--- src/rtl/load_align_unit.sv ---
// Load alignment unit: turns a RISC-V load (funct3 + byte address) into one or
// two aligned memory reads, then shifts, truncates and sign/zero-extends the
// result. One load is in flight at a time; loads that cross a word boundary
// either split into two beats or fault, depending on ALLOW_MISALIGNED.
module load_align_unit #(
    parameter int XLEN             = 32,
    parameter bit ALLOW_MISALIGNED = 1'b1
) (
    input  logic            clk,
    input  logic            rst,
    input  logic            req_valid,
    output logic            req_ready,
    input  logic [2:0]      req_fnc,
    input  logic [31:0]     req_addr,
    output logic            mem_req_valid,
    input  logic            mem_req_ready,
    output logic [31:0]     mem_req_addr,
    input  logic            mem_resp_valid,
    input  logic [XLEN-1:0] mem_resp_data,
    output logic            resp_valid,
    input  logic            resp_ready,
    output logic [XLEN-1:0] resp_data,
    output logic            resp_err
);

    localparam int unsigned BYTES    = XLEN / 8;
    localparam int unsigned OFFW     = $clog2(BYTES);
    localparam int unsigned IDXW     = $clog2(2 * XLEN);
    localparam logic [31:0] BYTES_W  = 32'(BYTES);
    localparam logic [31:0] OFF_MASK = BYTES_W - 32'd1;

    typedef enum logic [2:0] {
        IDLE,
        REQ0,
        WAIT0,
        REQ1,
        WAIT1,
        RESP
    } state_t;

    state_t            state_q, state_d;
    logic [2:0]        fnc_q, fnc_d;
    logic [OFFW-1:0]   off_q, off_d;
    logic [31:0]       base_q, base_d;
    logic              split_q, split_d;
    logic [XLEN-1:0]   beat0_q, beat0_d;
    logic              req_ready_q, req_ready_d;
    logic              mem_req_valid_q, mem_req_valid_d;
    logic [31:0]       mem_req_addr_q, mem_req_addr_d;
    logic              resp_valid_q, resp_valid_d;
    logic [XLEN-1:0]   resp_data_q, resp_data_d;
    logic              resp_err_q, resp_err_d;

    // Request decode
    logic [3:0]        req_size;
    logic [OFFW-1:0]   req_off;
    logic              req_misal;
    logic              req_illegal;

    // Alignment datapath
    logic [XLEN-1:0]   lo_word;
    logic [XLEN-1:0]   hi_word;
    logic [2*XLEN-1:0] window;
    logic [IDXW-1:0]   cap_msb;
    logic              fill_bit;
    logic [XLEN-1:0]   aligned;

    assign req_off     = req_addr[OFFW-1:0];
    assign req_misal   = (5'(req_off) + 5'(req_size)) > 5'(BYTES);
    assign req_illegal = (req_fnc == 3'b111) ||
                         ((XLEN == 32) && ((req_fnc == 3'b011) || (req_fnc == 3'b110)));

    // Access size in bytes from the low funct3 bits
    always_comb begin
        case (req_fnc[1:0])
            2'b00:   req_size = 4'd1;
            2'b01:   req_size = 4'd2;
            2'b10:   req_size = 4'd4;
            default: req_size = 4'd8;
        endcase
    end

    // Shift the incoming beat(s) down by the byte offset, then truncate and extend.
    // The final beat is used straight off the bus so the result registers in the
    // same cycle it arrives; only beat0 of a split load needs holding.
    always_comb begin
        lo_word = mem_resp_data;
        hi_word = '0;
        if (state_q == WAIT1) begin
            lo_word = beat0_q;
            hi_word = mem_resp_data;
        end
        window = {hi_word, lo_word} >> {off_q, 3'b000};
        case (fnc_q[1:0])
            2'b00:   cap_msb = IDXW'(7);
            2'b01:   cap_msb = IDXW'(15);
            2'b10:   cap_msb = IDXW'(31);
            default: cap_msb = IDXW'(63);
        endcase
        fill_bit = ~fnc_q[2] & window[cap_msb];
        aligned  = '0;
        for (int unsigned i = 0; i < XLEN; i++) begin
            aligned[i] = (IDXW'(i) <= cap_msb) ? window[i] : fill_bit;
        end
    end

    // Next-state and next-output logic for the load sequencer
    always_comb begin
        state_d         = state_q;
        fnc_d           = fnc_q;
        off_d           = off_q;
        base_d          = base_q;
        split_d         = split_q;
        beat0_d         = beat0_q;
        req_ready_d     = req_ready_q;
        mem_req_valid_d = mem_req_valid_q;
        mem_req_addr_d  = mem_req_addr_q;
        resp_valid_d    = resp_valid_q;
        resp_data_d     = resp_data_q;
        resp_err_d      = resp_err_q;

        unique case (state_q)
            IDLE: begin
                if (req_valid && req_ready_q) begin
                    fnc_d       = req_fnc;
                    off_d       = req_off;
                    base_d      = req_addr & ~OFF_MASK;
                    split_d     = req_misal;
                    beat0_d     = '0;
                    req_ready_d = 1'b0;
                    if (req_illegal || (req_misal && !ALLOW_MISALIGNED)) begin
                        state_d      = RESP;
                        resp_valid_d = 1'b1;
                        resp_err_d   = 1'b1;
                        resp_data_d  = '0;
                    end else begin
                        state_d         = REQ0;
                        mem_req_valid_d = 1'b1;
                        mem_req_addr_d  = req_addr & ~OFF_MASK;
                    end
                end
            end
            REQ0: begin
                if (mem_req_ready) begin
                    state_d         = WAIT0;
                    mem_req_valid_d = 1'b0;
                end
            end
            WAIT0: begin
                if (mem_resp_valid) begin
                    beat0_d = mem_resp_data;
                    if (split_q) begin
                        state_d         = REQ1;
                        mem_req_valid_d = 1'b1;
                        mem_req_addr_d  = base_q + BYTES_W;
                    end else begin
                        state_d      = RESP;
                        resp_valid_d = 1'b1;
                        resp_err_d   = 1'b0;
                        resp_data_d  = aligned;
                    end
                end
            end
            REQ1: begin
                if (mem_req_ready) begin
                    state_d         = WAIT1;
                    mem_req_valid_d = 1'b0;
                end
            end
            WAIT1: begin
                if (mem_resp_valid) begin
                    state_d      = RESP;
                    resp_valid_d = 1'b1;
                    resp_err_d   = 1'b0;
                    resp_data_d  = aligned;
                end
            end
            RESP: begin
                if (resp_ready) begin
                    state_d      = IDLE;
                    resp_valid_d = 1'b0;
                    req_ready_d  = 1'b1;
                end
            end
            default: state_d = IDLE;
        endcase
    end

    // State and registered outputs; reset abandons any load in flight
    always_ff @(posedge clk or posedge rst) begin
        if (rst) begin
            state_q         <= IDLE;
            fnc_q           <= '0;
            off_q           <= '0;
            base_q          <= '0;
            split_q         <= 1'b0;
            beat0_q         <= '0;
            req_ready_q     <= 1'b1;
            mem_req_valid_q <= 1'b0;
            mem_req_addr_q  <= '0;
            resp_valid_q    <= 1'b0;
            resp_data_q     <= '0;
            resp_err_q      <= 1'b0;
        end else begin
            state_q         <= state_d;
            fnc_q           <= fnc_d;
            off_q           <= off_d;
            base_q          <= base_d;
            split_q         <= split_d;
            beat0_q         <= beat0_d;
            req_ready_q     <= req_ready_d;
            mem_req_valid_q <= mem_req_valid_d;
            mem_req_addr_q  <= mem_req_addr_d;
            resp_valid_q    <= resp_valid_d;
            resp_data_q     <= resp_data_d;
            resp_err_q      <= resp_err_d;
        end
    end

    assign req_ready     = req_ready_q;
    assign mem_req_valid = mem_req_valid_q;
    assign mem_req_addr  = mem_req_addr_q;
    assign resp_valid    = resp_valid_q;
    assign resp_data     = resp_data_q;
    assign resp_err      = resp_err_q;

endmodule

--- config.mk ---
export PLATFORM = sky130hd
export DESIGN_NAME = load_align_unit
export DESIGN_NICKNAME = d
export VERILOG_FILES = /design/src/rtl/load_align_unit.sv
export SDC_FILE = /design/constraint.sdc
export NUM_CORES = 1
export LEC_CHECK = 0
export BUFFER_PORTS_ARGS = -buffer_cell sky130_fd_sc_hd__clkbuf_2
export CAP_MARGIN = 0
export CELL_PAD_IN_SITES_DETAIL_PLACEMENT = 2
export CELL_PAD_IN_SITES_GLOBAL_PLACEMENT = 2
export CORE_MARGIN = 2
export CORE_UTILIZATION = 35
export CTS_BUF_LIST = sky130_fd_sc_hd__clkbuf_8
export DETAILED_ROUTE_END_ITERATION = 16
export PLACE_DENSITY_LB_ADDON = 0.1
export SLEW_MARGIN = 20
export SYNTH_ARGS = -nofsm -noshare
export SYNTH_HDL_FRONTEND = slang
export SYNTH_SLANG_ARGS = --single-unit
export TNS_END_PERCENT = 20
--- constraint.sdc ---
create_clock -name clk -period 5.1 [get_ports clk]
set_input_delay 0.765 -clock clk [delete_from_list [all_inputs] [get_ports clk]]
set_output_delay 0.765 -clock clk [all_outputs]
set_load 0.005 [all_outputs]
After elaboration in Yosys (flattened, before gate mapping)
Index checks and enable logic that the tools add are counted.

Output and inout bits: 68. Bits of input ports: 73. Flip-flop bits (word level): 139. Logic and storage cells: 175.

Equality and inequality tests: 23. Multiplexer cells: 81. $lt $le $gt $ge: 34. Reductions and logical operators: 20. $add $sub $neg: 2. Bitwise logic cells: 2. Shifts and indexed selects: 1.

Operator list (number): 2-to-1 mux 32 bit (13); one-hot mux 32 bit (2 select lines) (2); <= comparator 5 x 6 -> 1 bit (first input constant) (16); one-hot mux 32 bit (3 select lines) (1); >> shifter 64 x 5 -> 64 bit (1); 2-to-1 mux 1 bit (49); <= comparator 4 x 6 -> 1 bit (first input constant) (8); adder 32 x 3 -> 32 bit (second input constant) (1); <= comparator 3 x 6 -> 1 bit (first input constant) (4); 2-to-1 mux 3 bit (8); inequality test 2 bit (second input constant) (10); one-hot mux 3 bit (6 select lines) (1); one-hot mux 6 bit (3 select lines) (1); AND reduction 6 bit (3); equality test 3 bit (second input constant) (4); <= comparator 1 x 6 -> 1 bit (first input constant) (2); <= comparator 2 x 6 -> 1 bit (first input constant) (2); one-hot mux 4 bit (3 select lines) (1); equality test 3 x 2 -> 1 bit (second input constant) (3); less-than comparator 6 x 7 -> 1 bit (second input constant) (1); AND reduction 7 bit (1); binary-select mux 1 bit (select 6 bit) (1); one-hot mux 1 bit (3 select lines) (2); AND reduction 3 bit (2); other kinds (20) (26).

Depth between registers and ports, before layout
Depth after elaboration: 10. Depth in mapped cells: 8. Depth with buffers taken out: 8.

Worst setup path after synthesis
No wires, ideal clock.

Path kind: input -> register. From: input mem_resp_data[31]. To: register resp_data_q[16], in the netlist resp_data[16]. Arrival: 2260 ps. Path slack: 2709 ps. Required time: 4969 ps. Path buffers: 1. Library setup time: 131 ps. Stages on the path: 5. Cells stage by stage: mux2_2 > mux4_2 > o221a_4 > buf_6 > or3_1.

Longest elaborated chain between the ends: 9. Elaborated cells between the ends (all ways): 11. Classes of those cells: shift (1); mux (9); bitwise (1).

Ends and longest elaborated chain: start, declared (RTL line 19) `input logic [XLEN-1:0] mem_resp_data,`; 2-to-1 mux 32 bit (RTL line 89) `if (state_q == WAIT1) begin`; >> shifter 64 x 5 -> 64 bit (*) (RTL line 93) `window = {hi_word, lo_word} >> {off_q, 3'b000};`; binary-select mux 1 bit (select 6 bit) (*) (RTL line 100) `fill_bit = ~fnc_q[2] & window[cap_msb];`; 2-to-1 mux 1 bit (implied by the code) (*) (RTL line 100); bitwise AND 1 bit (*) (RTL line 100); 2-to-1 mux 1 bit (*) (RTL line 103) `aligned[i] = (IDXW'(i) <= cap_msb) ? window[i] : fill_bit;`; 2-to-1 mux 32 bit (RTL line 152) `if (split_q) begin`; 2-to-1 mux 32 bit (RTL line 150) `if (mem_resp_valid) begin`; one-hot mux 32 bit (3 select lines) (*) (RTL line 122) `unique case (state_q)`; end signal, assigned (RTL line 215) `resp_data_q <= resp_data_d;`; end, declared (RTL line 51) `logic [XLEN-1:0] resp_data_q, resp_data_d;`.

Mark *: on every way between the ends. The rest lies on a longest branch, timed or not. The select of a mux whose other input is x is not followed. A chain may end at the register's enable or synchronous reset.

Worst setup path after layout
From: register state_q[2]. To: register resp_data_q[14], in the netlist resp_data[14].

Longest elaborated chain between the ends: 10. Elaborated cells between the ends (all ways): 21. Classes of those cells: eq/ne (7); shift (1); mux (9); bitwise (1); reduce/logical (3).

Ends and longest elaborated chain: start, declared (RTL line 41) `state_t state_q, state_d;`; start signal, assigned (RTL line 205) `state_q <= state_d;`; equality test 3 bit (RTL line 89, 122); 2-to-1 mux 32 bit (RTL line 89); >> shifter 64 x 5 -> 64 bit (RTL line 93); binary-select mux 1 bit (select 6 bit) (RTL line 100); 2-to-1 mux 1 bit (implied by the code) (RTL line 100); bitwise AND 1 bit (RTL line 100); 2-to-1 mux 1 bit (RTL line 103); 2-to-1 mux 32 bit (RTL line 152); 2-to-1 mux 32 bit (RTL line 150); one-hot mux 32 bit (3 select lines) (RTL line 122).

Parallel ways exist; a longest one is shown, timed or not. The select of a mux whose other input is x is not followed.

==> impl_results.md <==
* Status: completed
* Ports at around 140
* Gr ovfl total at 0
* Die area at 0.0228 mm^2
* Post-DR vias/cell at between 5 and 6
* Yosys cell types at between 50 and 60
* Die Y at approximately 150 um
* Hold slack at between 0.4 and 0.5 ns
* P_sw at approximately 2.1 mW
* Net Sw Frac at 41.4%
* Cells after Synth at between 700 and 800
* Worst endpoint required time at 5.47 ns
* Clk slew on worst S/H paths at around 0.1 ns
* # port buffers at around 140
* Synthesized flop and latch total at roughly 140
* Via count at 6732
* Layout cell share with drive strength beyond 1 at approximately a quarter
* Max_cap viols at 0
* First-pass GRT wire length at approximately 42000 um
* Syn_area_per_cell at slightly below 10 um^2
* Crit path largest cell delay at 0.78 ns
* Die width at ~150 um
* CP Buf/Inv Count at 1
* Root buffer cell: clkbuf_8
* Fillcell total at around 2300
* Total wire length at 26400 um
* Relative slew slack at between 20% and 30%
* Pwr Density at ~580 mW/mm^2
* Site row count at 53
* Top FF cell, synth: dfrtp_1
* Top-count cell post-synth: nand2_1
* Final setup TNS at 0 ns
* Critical path fanouts, max at 52
* First-pass DRT Iterations at 7
* Num CTS Buffers at 17
* Setup CP Type: reg -> reg
* Crit share post-route at 60.5%
* Gate power share at around two fifths
* Core ar. at 0.0212 mm^2
* Minimum clock period at roughly 3.1 ns
* Finished Layout Cells at between 1000 and 1500
* TritonCTS clock tree: done
* Internal Power at roughly 3 mW
* Ant diodes at 0
* Synth top area share at between 40% and 50%
* # resized after CTS at 0
* Synthesized area at between 0.007 and 0.008 mm^2
* Antenna Violating Nets Remaining at 0
* DRC at 0
* First DRT Iteration DRCs at slightly below 300
* Hold Buf Count CTS at 0
* CP cell instances: nor3b_2 > buf_4 > mux4_2 > nand2_1 > nor4_1 > nand2b_1
* Initial antenna violation count at 0
* Slew Limit Fails at 0
* CTS sink count at between 100 and 150
* Placed instance count at approximately 1200
* Hold Violations, Final at 0
* Worst-margin pin slew at ~1.1 ns
* RSZ-0062 raised after global routing: no
* Yosys Warn Count at 0
* Worst EP arrival at between 3 and 4 ns
* Setup crit end kind: flip-flop
* Hold Path Class: in -> async
* Largest net degree at the start of global routing at between 90 and 100
* Crit path max-delay family: simple AND/OR/NAND/NOR gates
* GRT Total Usage at between 20% and 30%
* Synth top cells by count: nand2_1 (143), dfrtp_1 (136), o21ai_0 (69)
* Post-synthesis sequential area ratio at ~45%
* Number of synthesized flops with an enable pin at 0
* P&R area growth vs syn at 17.6%
* Seq pwr share at about two fifths
* Placer Congestion at 0.858
* Crit path max-delay cell type: nor4_1
* Asr flop ratio synth at 100%
* Post-DP HPWL at 18800 um
* Maximum clock frequency at 324 MHz
* Postcts setup bufs at 0
* Crit path launch type: flip-flop
* Starting Density at a little over a third
* Clk_lat worst skew at roughly 0.46 ns
* Largest cells by area after synthesis: dfrtp_1 (45%), nand2_1 (7.1%), mux2i_1 (6.2%)
* Max clock buf depth at 2
* Clock Power Share at 19.1%
* Nets at 976
* Max VDD drop at between 0.15 and 0.2 mV
* Number of global-route vias before repair at about 7500
* Leakage at 3.95 nW
* Setup violators final at 0
* Htree depth at 4
* Per-cell routed wire length at 22.2 um
* Setup Skew at 0.0253 ns
* Leading area contributor after synthesis: dfrtp_1
-- final timing paths --
path                                    end  cells after the start           from  slack, ns
max                           resp_data[14]                      6     state_q[2]       2.02
min                           resp_data[18]                      2            rst       0.47
max reg2reg                   resp_data[14]                      6     state_q[2]       2.02
min reg2reg                   resp_data[25]                      1  resp_data[25]       0.49
max in group asynchronous  mem_req_addr[30]                      3            rst       3.39
min in group clk              resp_data[25]                      1  resp_data[25]       0.49
-- flip-flops by register name (all words and copies together) (netlist names) --
register,cells
split_q,1
resp_err,1
base_q,30
beat0_q,32
resp_valid,1
req_ready,1
fnc_q,3
mem_req_addr,30
mem_req_valid,1
off_q,2
resp_data,32
state_q,3
-- cells by family after synthesis --
group / share of synthesized area, %
AND/OR/NAND/NOR: 17.7
AO/OA/AOI/OAI: 14.1
flip-flops: 45.3
multiplexers: 15.5
buffers and inverters: 3.82
XOR/XNOR: 2.89
adder cells (fa/ha/maj): 0.595
other: 0.0495
-- cell usage in the layout (no fill, tap or decap), types with 5 or more instances in the layout --
master and n:
inv_1 11, o21ai_0 69, nand2_1 142, a21oi_1 20, nor2_1 36, nor4_1 6
o211ai_1 21, a222oi_1 7, and4_1 6, nand2b_1 14, dfrtp_1 135, mux4_2 10
mux2_2 40, nor3_1 10, nand3_1 40, a211o_1 10, xor2_1 5, xnor2_1 20
or3_1 8, inv_6 5, nand4_1 10, a22oi_1 7, clkbuf_2 138, buf_4 9
clkbuf_8 18, mux2i_1 47, a22o_1 7
-- power by group through the flow --
stage               Clock, mW  Combinational (mW)  Sequential, mW
floorplan                   0                1.47            1.87
global placement            0                2.07            1.99
detailed placement          0                2.16            2.02
CTS                     0.997                2.18            2.01
global route             1.04                2.40            2.08
finish                  0.980                2.14            2.00
-- through the flow --
step           util (%)  instance area, um^2  total power, mW  setup slack (ns)
6_report           42.1                 8900             5.13              2.02
4_1_cts            42.1                 8900             5.19              2.03
3_3_place_gp       40.1                 8480             4.05              2.19
2_1_floorplan         -                 7570             3.35             0.669
3_5_place_dp       40.1                 8490             4.18              2.04
5_1_grt            42.1                 8900             5.52              1.67
-- per-layer routing --
metal	vias up	track usage [%]	part of all wire [%]
li1	3046	-	-
met1	3512	28.2	40
met2	137	44.7	54
met3	37	4.88	4.0
met4	0	7.34	2.3
met5	-	0	0
-- cell type report --
| cell class | instances | area, um^2 | area share [%] |
|---|---|---|---|
| well taps | 275 | 344 | 3.87 |
| flip-flops and latches | 137 | 3430 | 38.5 |
| clock buffers | 18 | 248 | 2.78 |
| multi-input cells | 585 | 3900 | 43.8 |
| repair buffers | 147 | 758 | 8.52 |
| clock inverters | 14 | 168 | 1.88 |
| inverters | 12 | 50.0 | 0.562 |
(Power assumes the default switching activity.)
